## src/rtl/wb_queue.sv

```systemverilog
// In-order writeback queue: accepts up to NUM_SRC register writes per cycle and
// retires one per cycle to the register file, with forwarding over pending writes.
module wb_queue #(
    parameter int DATA_W  = 32,
    parameter int ADDR_W  = 5,
    parameter int NUM_SRC = 2,
    parameter int DEPTH   = 4,
    parameter int NUM_RD  = 2
) (
    input  logic                      clk,
    input  logic                      rst,
    input  logic                      rdy,
    input  logic [NUM_SRC-1:0]        src_we,
    input  logic [NUM_SRC*ADDR_W-1:0] src_waddr,
    input  logic [NUM_SRC*DATA_W-1:0] src_wdata,
    input  logic                      wb_hold,
    input  logic [NUM_RD*ADDR_W-1:0]  fwd_raddr,
    output logic [NUM_RD-1:0]         fwd_hit,
    output logic [NUM_RD*DATA_W-1:0]  fwd_data,
    output logic                      we_out,
    output logic [ADDR_W-1:0]         waddr_out,
    output logic [DATA_W-1:0]         wdata_out,
    output logic                      stall_req,
    output logic [$clog2(DEPTH):0]    count
);
    localparam int PTR_W = $clog2(DEPTH);
    localparam int CNT_W = PTR_W + 1;
    localparam logic [CNT_W-1:0] DEPTH_C   = CNT_W'(DEPTH);
    localparam logic [CNT_W-1:0] NUM_SRC_C = CNT_W'(NUM_SRC);

    logic [ADDR_W-1:0] q_addr_reg [DEPTH];
    logic [DATA_W-1:0] q_data_reg [DEPTH];
    logic [DEPTH-1:0]  q_valid_reg;
    logic [PTR_W-1:0]  head_reg, tail_reg, head_next, tail_next;
    logic [CNT_W-1:0]  count_reg, count_next;
    logic              we_reg;
    logic [ADDR_W-1:0] waddr_reg;
    logic [DATA_W-1:0] wdata_reg;

    logic [ADDR_W-1:0] s_addr [NUM_SRC];
    logic [DATA_W-1:0] s_data [NUM_SRC];
    logic [PTR_W-1:0]  src_slot [NUM_SRC];
    logic [NUM_SRC-1:0] src_acc;
    logic [CNT_W-1:0]  acc_cnt;
    logic              pop;

    genvar gi;
    generate
        for (gi = 0; gi < NUM_SRC; gi++) begin : g_unpack
            assign s_addr[gi] = src_waddr[gi*ADDR_W +: ADDR_W];
            assign s_data[gi] = src_wdata[gi*DATA_W +: DATA_W];
        end
    endgenerate

    // Depends only on occupancy so producers can never form a loop through it.
    assign stall_req = (DEPTH_C - count_reg) < NUM_SRC_C;

    // Accepted sources are packed into consecutive tail slots, source 0 oldest.
    always_comb begin
        acc_cnt = '0;
        for (int i = 0; i < NUM_SRC; i++) begin
            src_acc[i]  = rdy && !stall_req && src_we[i] && (s_addr[i] != '0);
            src_slot[i] = tail_reg + acc_cnt[PTR_W-1:0];
            if (src_acc[i]) acc_cnt = acc_cnt + CNT_W'(1);
        end
    end

    assign pop        = rdy && !wb_hold && (count_reg != '0);
    assign count_next = count_reg + acc_cnt - CNT_W'(pop);
    assign head_next  = head_reg + PTR_W'(pop);
    assign tail_next  = tail_reg + acc_cnt[PTR_W-1:0];

    always_ff @(posedge clk or negedge rst) begin
        if (!rst) begin
            q_valid_reg <= '0;
            head_reg    <= '0;
            tail_reg    <= '0;
            count_reg   <= '0;
            we_reg      <= 1'b0;
            waddr_reg   <= '0;
            wdata_reg   <= '0;
        end else if (rdy) begin
            if (pop) q_valid_reg[head_reg] <= 1'b0;
            for (int i = 0; i < NUM_SRC; i++) begin
                if (src_acc[i]) q_valid_reg[src_slot[i]] <= 1'b1;
            end
            head_reg  <= head_next;
            tail_reg  <= tail_next;
            count_reg <= count_next;
            we_reg    <= pop;
            if (pop) begin
                waddr_reg <= q_addr_reg[head_reg];
                wdata_reg <= q_data_reg[head_reg];
            end
        end
    end

    // Payload storage needs no reset; the valid bits and count gate its use.
    always_ff @(posedge clk) begin
        for (int i = 0; i < NUM_SRC; i++) begin
            if (src_acc[i]) begin
                q_addr_reg[src_slot[i]] <= s_addr[i];
                q_data_reg[src_slot[i]] <= s_data[i];
            end
        end
    end

    generate
        for (gi = 0; gi < NUM_RD; gi++) begin : g_fwd
            logic [ADDR_W-1:0] raddr;
            logic              hit;
            logic [DATA_W-1:0] data;
            assign raddr = fwd_raddr[gi*ADDR_W +: ADDR_W];

            // Output register has lowest priority; queue scanned oldest to youngest
            // so the youngest matching entry overrides.
            always_comb begin
                logic [PTR_W-1:0] slot;
                slot = '0;
                hit  = 1'b0;
                data = '0;
                if (we_reg && (waddr_reg == raddr)) begin
                    hit  = 1'b1;
                    data = wdata_reg;
                end
                for (int k = 0; k < DEPTH; k++) begin
                    slot = head_reg + PTR_W'(k);
                    if (q_valid_reg[slot] && (q_addr_reg[slot] == raddr)) begin
                        hit  = 1'b1;
                        data = q_data_reg[slot];
                    end
                end
                if (raddr == '0) begin
                    hit  = 1'b0;
                    data = '0;
                end
            end

            assign fwd_hit[gi]                  = hit;
            assign fwd_data[gi*DATA_W +: DATA_W] = data;
        end
    endgenerate

    assign we_out    = we_reg;
    assign waddr_out = waddr_reg;
    assign wdata_out = wdata_reg;
    assign count     = count_reg;
endmodule
```

## config.mk

```make
export PLATFORM = sky130hd
export DESIGN_NAME = wb_queue
export DESIGN_NICKNAME = d
export VERILOG_FILES = /design/src/rtl/wb_queue.sv
export SDC_FILE = /design/constraint.sdc
export NUM_CORES = 1
export LEC_CHECK = 0
export BUFFER_PORTS_ARGS = -buffer_cell sky130_fd_sc_hd__buf_2
export CORE_MARGIN = 1.5
export CORE_UTILIZATION = 38
export CTS_BUF_LIST = sky130_fd_sc_hd__clkbuf_8
export DETAILED_ROUTE_END_ITERATION = 6
export PLACE_DENSITY = 0.57
export SYNTH_ARGS = -nofsm -noshare
export SYNTH_HDL_FRONTEND = slang
export SYNTH_SLANG_ARGS = --single-unit
```

## constraint.sdc

```tcl
create_clock -name clk -period 10.8 [get_ports clk]
set_input_delay 2.16 -clock clk [delete_from_list [all_inputs] [get_ports clk]]
set_output_delay 2.16 -clock clk [all_outputs]
set_load 0.005 [all_outputs]
```

# Word-level counts from Yosys, hierarchy flattened
# Memories as Yosys holds them, arrays and structs flattened.
# Index checks and enable logic that the tools add are counted.
word_totals:
  register_bits: 49
  latchBits: 0
  ram_bits: 148
  mem_bits_ro: 0
  out_inout_bits: 108
  n_memories: 2
mem_list:
  columns: ["name", "depth", "word_bits", "rd", "rd_ports_with_merged_regs", "wr", "line", "source"]
  rows:
  - ["q_data_reg", 4, 32, 4, 0, 2, "32", "logic [DATA_W-1:0] q_data_reg [DEPTH];"]
  - ["q_addr_reg", 4, 5, 4, 0, 2, "31", "logic [ADDR_W-1:0] q_addr_reg [DEPTH];"]
classes:
  add_sub_neg: 10
  mul: 0
  div_mod_pow: 0
  order_cmp: 10
  eq_ne: 10
  shift: 0
  n_mux: 49
  bitwise_logic: 4
  n_reduce_logical: 28
op_table:
  columns: ["cell", "n"]
  rows:
  - ["$mux W32", 12]
  - ["$eq A5 B5 Y1", 10]
  - ["$mux W1", 24]
  - ["$logic_and A1 B1 Y1", 20]
  - ["$mux W4", 5]
  - ["$lt A2 B3 Y1 const B", 6]
  - ["$logic_not A5 Y1", 2]
  - ["$reduce_bool A5 Y1", 2]
  - ["$bmux W1 S2", 4]
  - ["$or A4 B4 Y4", 2]
  - ["$demux W1 S2", 3]
  - ["$ge A2 B1 Y1 const B", 3]
  - ["$add A2 B2 Y2", 2]
  - ["$add A2 B2 Y2 const B", 2]
  - ["$and A4 B4 Y4", 1]
  - ["$not A4 Y4", 1]
  - ["$add A3 B1 Y3 const B", 1]
  - ["$add A3 B3 Y3", 1]
  - ["$lt A3 B2 Y1 const B", 1]
  - ["$mux W3", 1]
  - ["$reduce_bool A3 Y1", 1]
  - ["$sub A3 B1 Y3", 1]
  - ["$sub A3 B3 Y3 const A", 1]
  - ["$add A2 B1 Y2", 1]
  - ["other kinds (3)", 4]

# Logic depth before layout (Yosys ltp)
# Gate-level depths: netlist of run 1.
depth:
  depth_word: 14
  depth_mapped: 15

# Worst setup path after synthesis of run 1
# No wires, ideal clock.
synth_path:
  path_type: "reg-to-output"
  start: "register head_reg[1]"
  end: "output fwd_data[19]"
  arrival_ps: 3856
  t_required_ps: 8640
  setup_slack_ps: 4784
  path_stages_with_launch: 15
  cell_sequence: "dfrtp_1 > buf_2 > buf_1 > clkbuf_1 > inv_1 > ha_1 > buf_6 > mux4_2 > xor2_1 > nor4_1 > and3_1 > buf_2 > buf_6 > a221oi_1 > o31ai_1"
synth_via:
  elab_chain_len: 8
  elab_cells_between_ends: 26
  classes_between: "3 x add/sub; 4 x eq/ne; 13 x mux; 4 x reduce/logical; 2 x memory"
synth_lines:
  columns: ["element", "line", "source"]
  rows:
  - ["start: declaration", "34", "logic [PTR_W-1:0] head_reg, tail_reg, head_next, tail_next;"]
  - ["start signal: assignment", "87", "head_reg <= head_next;"]
  - ["$add A2 B1 Y2 (tied with other cells)", "127", "slot = head_reg + PTR_W'(k);"]
  - ["$mem_v2 Z4 W5 (tied with other cells)", null, null]
  - ["$eq A5 B5 Y1 (tied with other cells)", "128", "if (q_valid_reg[slot] && (q_addr_reg[slot] == raddr)) begin"]
  - ["$logic_and A1 B1 Y1 / $mux W32 (equally long branches)", "128", null]
  - ["$mux W32 (2 in a row)", "128", null]
  - ["$mux W32 (*)", "128", null]
  - ["$mux W32 (*)", "133", "if (raddr == '0) begin"]
  - ["end: declaration", "19", "output logic [NUM_RD*DATA_W-1:0] fwd_data,"]
# Mark *: on every way between the ends. The rest lies on a longest branch, timed or not. The select of a mux whose other input is x is not followed.

# Final worst setup path of run 1
layout_path:
  start: "register head_reg[0]"
  end: "output fwd_data[52]"
# The elaborated chain is that of the path after synthesis.

==> results of run 1 <==
## kinds of logic (layout without fill, tap and decap cells)
group | count (synthesis) | count (layout)
buf+inv | 132 | 266
compound gates | 218 | 218
other cells | 0 | 5
xor+xnor | 56 | 56
mux | 335 | 335
flops | 197 | 197
simple gates | 139 | 139
fa+ha+maj | 14 | 14
## worst paths after layout
| check | slack, ns | depth (start not counted) | to | from |
|---|---|---|---|---|
| max in group asynchronous | 8.41 | 2 | head_reg[1] | rst |
| max | 2.26 | 9 | fwd_data[52] | head_reg[0] |
| min | 0.57 | 2 | count[2] | count[2] |
| min in group asynchronous | 1.80 | 2 | count[2] | rst |
| max reg2reg | 6.60 | 12 | q_data_reg[1][26] | count[0] |
| min reg2reg | 0.57 | 2 | count[2] | count[2] |
## through the flow
step / setup WS [ns] / hold slack (ns)
2_1_floorplan: 4.78 / 0.495
3_3_place_gp: 2.97 / 0.530
3_5_place_dp: 2.91 / 0.545
4_1_cts: 2.27 / 0.573
5_1_grt: 1.99 / 0.595
6_report: 2.26 / 0.574
## area by class of cell
class,count,share of cell area [%]
Clock inverter,14,0.601
Multi-Input combinational cell,762,52.6
Inverter,16,0.361
Clock buffer,18,1.49
Timing Repair Buffer,218,6.87
Sequential cell,197,34.1
Antenna cell,5,0.0751
Tap cell,518,3.89
## critical path: cells and delay by family (launching register included)
family	cells	cell delay (ns)
DFF	1	1.19
muxes	1	0.45
and+or+nand+nor	2	1.03
AOI/OAI and AO/OA	1	0.86
buffers and inverters	4	1.82
adders and majority gates	1	0.45
## layout by cell type (no fill, tap or decap), types with 3 or more instances in the layout
master	n
diode_2	5
clkinv_2	3
xor2_1	32
o21ai_0	9
o311ai_0	3
nand3b_1	4
a221oi_2	10
a32oi_1	29
mux4_2	152
nand2_1	22
ha_1	12
inv_1	18
and3_1	3
o31ai_2	9
and2_1	3
a221oi_1	51
a21o_1	5
mux2_2	183
buf_2	197
dfrtp_1	47
o31ai_1	52
nand3_1	5
nor4_1	4
clkbuf_8	18
xnor2_1	24
buf_4	21
inv_6	5
nor2_1	68
nand3_2	4
and3_2	3
a21oi_1	3
nor3_1	4
a22oi_1	32
a211oi_1	3
edfxtp_1	148
## per-layer routing
layer | up-vias | global-route usage, % | wire [um] | part of all wire [%]
met5 | - | 0 | 68 | 0.14
met4 | 10 | 7.73 | 898 | 1.9
met3 | 77 | 4.86 | 3870 | 8.0
met2 | 633 | 38.7 | 23600 | 49
met1 | 5916 | 31.9 | 20000 | 41
li1 | 4794 | - | - | -
## where the power goes
part	internal [uW]	switching, uW
registers	1100	313
clock network	168	299
logic	1390	1490
==> results.md, run 1 <==
- Status: completed
- Max incr delay on CP: 1.19 ns
- Placed Instances: 1,711
- Top cell type's share of synthesized area: 29.6%
- Setup_tns: 0 ns
- Yosys cell types: 50
- CTS hold repair buffers: 0
- Worst setup EP type: primary output
- GPL Wtd Cong: 0.838
- Most common cell in the netlist: mux2_2
- Dominant cells by area after synthesis: edfxtp_1 30%, mux4_2 23%, mux2_2 14%, dfrtp_1 8.2%, a221oi_1 3.0%
- Clk root buf: clkbuf_8
- XOR/XNOR Fraction of Synth Area: 3.27%
- VDD IR max: 174 uV
- Peak fanout along the critical path: 67
- Initial DRT Pass Iterations: 6
- Total grt overflow: 0
- Post-synth EDFFs: 148
- Clk pin slew, worst setup/hold paths: 0.11 ns
- Total Routed Length: 48.5 mm
- Die ar.: 0.0407 sq mm
- Final hold vios: 0
- DR vias/cell: 6.54
- CTS tree: done
- Initial antenna violation count: 9
- IO Count: 198
- Syn nets: 1,195
- Design Area, Final: 0.0167 sq mm
- Slowest CP cell: dfrtp_4
- Final Max Tran Viols: 0
- Post-synth top flop: edfxtp_1
- Routed vias: 11,400
- Clock Skew: 0.0244 ns
- Adder-Cell Fraction of Synth Area: 1.22%
- Synth Area in Compound Gates: 12.2%
- Final setup violation count: 0
- CTS max path bufs: 2
- Leading area contributor after synthesis: edfxtp_1
- Slew headroom: 25.9%
- Unrepaired setup endpoints after global routing: false
- Max-Cap Viols: 0
- FP Rows: 72
- Pwr Density: 286 mW/mm^2
- Final #Nets: 1,316
- Post-synthesis mux area share: 36.6%
- Via count of the first global-routing pass: 11,300
- Total power: 4760 uW
- Number of synthesized register bits: 197
- DP Area: 0.0163 sq mm
- Worst-Margin Slew: 1.11 ns
- Hold WC Path Type: flip-flop to flip-flop
- Fin crit share: 79.1%
- Port bufs: 197
- Clk_lat worst skew: 0.52 ns
- Crit start category: flip-flop
- Top cells by instance count after synthesis: 183 x mux2_2, 152 x mux4_2, 148 x edfxtp_1
- Non-Filler Instances: 1,748
- H-Tree Depth: 4
- FILL cells: 3,586
- Leakage power: 0.00573 uW
- Fmax: 117 MHz
- Yosys warnings: 0
- Gate Count Post-Synth: 1,091
- Overall Global Routing Usage: 23.8%
- Total CTS buffers: 17
- Mapped Area: 0.0150 sq mm
- Die Width: 202 um
- DR WL/cell: 27.7 um
- DRC: 0
- Initial core utilization: 38.6%
- Sequential area share after synthesis: 37.8%
- Largest net degree at the start of global routing: 68
- Syn Area/Cell: 13.7 sq um
- Area grow syn2layout: 11.1%
- FFs w/ async S/R, synth: 24.9%
- Post-CTS Setup Inserts: 0
- Final Util: 42.9%
- Number of DRC markers in iteration 0: 1,162
- Critical-path cell list: inv_1, ha_4, buf_4, mux4_2, nand3_2, buf_4, nand3_2, o31ai_1, buf_2
- WS Path Type: flip-flop to primary output
- PostCTS Resize Cnt: 0
- Layout cells sized above 1: 51.5%
- # clock sinks: 197
- Post-DP HPWL: 29.9 mm
- Largest register FFs: 128
- Routed Antenna Nets: 0
- Crit path DAT: 6.38 ns
- Final min period: 8.54 ns
- First-pass GRT wire length: 72.2 mm
- Simple-Gate Fraction of Synth Area: 4.61%
- Die Span Y: 202 um
- Multi-input gate area: 0.00877 sq mm
- Storage cell area: 0.00568 sq mm
- Worst EP required: 8.64 ns
- Largest family of logic cells by synthesized area: multiplexers
- Core Region: 0.0388 sq mm
(Power assumes the default switching activity.)
==> run 2, diff against run 1 <==
==> constraint.sdc (replaced) <==
create_clock -name clk -period 8.45 [get_ports clk]
set_input_delay 1.69 -clock clk [delete_from_list [all_inputs] [get_ports clk]]
set_output_delay 1.69 -clock clk [all_outputs]
set_load 0.005 [all_outputs]
==> run 2 against run 1 <==
Against the previous run:
- global-route usage fell by 0.91 points
- final area barely moved
- non-clock buffer count fell by 2
- count of clock-buffer cells in the layout did not move
- sequential power rose by 26%
- routed wire length fell by 4.1%
- hold slack got worse by 0.00085 ns
- cell count fell by 0.29%
- core utilization barely moved
- critical path depth rose by 1
- total power rose by 28%
- die area did not move
- critical path type unchanged
- critical endpoint unchanged
- largest power group unchanged
- highest routed layer is now met4
==> results.md, run 2 (synthesized netlist as in run 1, its figures left out) <==
- Status: completed (unchanged)
- First-pass GRT wire length: 70.2 mm (was 72.2 mm)
- Max incr delay on CP: 0.76 ns (was 1.19 ns)
- Final #Nets: 1,314 (was 1,316)
- Leakage power: 0.00574 uW (was 0.00573 uW)
- Buffers & Inverters on Critical Path: 4 (unchanged)
- Storage cell area: 0.00568 sq mm (unchanged)
- CTS tree: done (unchanged)
- Clk root buf: clkbuf_8 (unchanged)
- Worst setup EP type: primary output (unchanged)
- IO Count: 198 (unchanged)
- CTS max path bufs: 2 (unchanged)
- Overall Global Routing Usage: 22.9% (was 23.8%)
- Post-DP HPWL: 29.8 mm (was 29.9 mm)
- FP Rows: 72 (unchanged)
- Pwr Density: 367 mW/mm^2 (was 286 mW/mm^2)
- Most common cell after layout, fill and taps aside: buf_2 (unchanged)
- Multi-input gate area: 0.00877 sq mm (unchanged)
- Crit start category: flip-flop (unchanged)
- Via count of the first global-routing pass: 11,000 (was 11,300)
- Largest register FFs: 128 (unchanged)
- Critical-path cell list: inv_1, ha_4, buf_4, mux4_2, and2_1, nand2_1, buf_4, nor2_1, o31ai_1, buf_2 (was inv_1, ha_4, buf_4, mux4_2, nand3_2, buf_4, nand3_2, o31ai_1, buf_2)
- Final min period: 7.05 ns
- H-Tree Depth: 4 (unchanged)
- # clock sinks: 197 (unchanged)
- VDD IR max: 303 uV (was 174 uV)
- Post-CTS Setup Inserts: 0 (unchanged)
- Routed Antenna Nets: 0 (unchanged)
- Setup_tns: 0 ns (unchanged)
- Clk pin slew, worst setup/hold paths: 0.10 ns (was 0.11 ns)
- Hold WC Path Type: flip-flop to flip-flop (unchanged)
- Most frequent CP cell: buf_4
- Slowest CP cell: dfrtp_4 (unchanged)
- Clk_lat worst skew: 0.50 ns (was 0.52 ns)
- DR vias/cell: 6.44 (was 6.54)
- Initial core utilization: 38.6% (unchanged)
- Die Span Y: 202 um (unchanged)
- CTS hold repair buffers: 0 (unchanged)
- DRC: 0 (unchanged)
- Most frequent cells in the layout: 197 x buf_2, 183 x mux2_2, 152 x mux4_2 (unchanged)
- WS Path Type: flip-flop to primary output (unchanged)
- Initial DRT Pass Iterations: 6 (unchanged)
- GPL Wtd Cong: 0.901 (was 0.838)
- Die Width: 202 um (unchanged)
- Clock Skew: 0.0181 ns (was 0.0244 ns)
- PostCTS Resize Cnt: 0 (unchanged)
- Initial antenna violation count: 2 (was 9)
- Fmax: 142 MHz
- Final setup violation count: 0 (unchanged)
- Fin crit share: 83.4%
- Routed vias: 11,200 (was 11,400)
- Final hold vios: 0 (unchanged)
- Peak fanout along the critical path: 66 (was 67)
- DR WL/cell: 26.7 um (was 27.7 um)
- Total grt overflow: 0 (unchanged)
- Final Max Tran Viols: 0 (unchanged)
- FILL cells: 3,572 (was 3,586)
- Worst-Margin Slew: 1.36 ns (was 1.11 ns)
- Hold_ws: 0.574 ns (about the same)
- Top delay family on crit path: buffers and inverters (unchanged)
- Worst EP required: 6.76 ns (was 8.64 ns)
- Layout cells sized above 1: 51.4% (was 51.5%)
- Crit path DAT: 5.36 ns (was 6.38 ns)
- Total Routed Length: 46.5 mm (was 48.5 mm)
- Max-Cap Viols: 0 (unchanged)
- Unrepaired setup endpoints after global routing: false (unchanged)
- Area grow syn2layout: 11.1% (about the same)
- Die ar.: 0.0407 sq mm (unchanged)
- Total CTS buffers: 17 (unchanged)
- Core Region: 0.0388 sq mm (unchanged)
- Port bufs: 197 (unchanged)
- Slew headroom: 9.03% (was 25.9%)
- Number of DRC markers in iteration 0: 1,189 (was 1,162)
- Largest net degree at the start of global routing: 137 (was 68)
run 2: cell count changes in the layout (fill, tap and decap cells not counted), sizes merged:
cell / delta
diode: -3
clkinv: +1
buf: -2
bufinv: +1
inv: -2
run 2: final timing paths:
path / startpoint / to / slack, ns / cells past startpoint
max: head_reg[1] / fwd_data[52] / 1.40 / 10
min: q_valid_reg[0] / q_valid_reg[0] / 0.57 / 1
max reg2reg: count[0] / q_data_reg[1][29] / 4.59 / 12
min reg2reg: q_valid_reg[0] / q_valid_reg[0] / 0.57 / 1
max in group asynchronous: rst / head_reg[0] / 6.51 / 2
min in group asynchronous: rst / count[0] / 1.31 / 2
run 2: report_power, final:
part           internal, uW  switching [uW]  leakage, uW
clock                   240             364     0.000198
combinational          1780            1960      0.00361
sequential             1410             360      0.00193
total                  3430            2690      0.00574
run 2: metrics by stage:
| step | total power, uW | area (sq um) | setup slack (ns) | cells | util (%) |
|---|---|---|---|---|---|
| after floorplan | 4390 | 15000 | 2.90 | 1091 | - |
| after global placement | 5470 | 16300 | 2.05 | 1709 | 42.0 |
| after detailed placement | 5500 | 16300 | 1.96 | 1709 | 42.0 |
| after CTS | 6120 | 16700 | 1.38 | 1741 | 42.9 |
| after global routing | 6480 | 16700 | 1.16 | 1741 | 42.9 |
| final | 6110 | 16700 | 1.40 | 1743 | 42.9 |
run 2: layer usage:
layer,wire length (um),track usage [%],vias up
met2,21600,35.5,607
met5,0,0,-
li1,-,-,4789
met4,1020,6.72,0
met3,3890,4.84,49
met1,20000,32.4,5786
run 2: area by class of cell:
class | instances | area share (%)
tap | 518 | 3.89
sequential | 197 | 34.1
inverter | 16 | 0.360
antenna | 2 | 0.0300
clock inverter | 14 | 0.683
multi-input combinational | 762 | 52.6
clock buffer | 18 | 1.49
timing repair buffer | 216 | 6.85
run 2: worst register-to-register path, cell delays in order, from the launching register on:
cell	delay [ns]
dfrtp_1	0.39
inv_1	0.07
ha_1	0.19
ha_1	0.26
nand2b_1	0.11
nand3_1	0.10
a21oi_1	0.34
ha_1	0.24
xnor2_1	0.18
and3_2	0.23
buf_4	0.58
a31o_2	0.21
buf_4	0.57
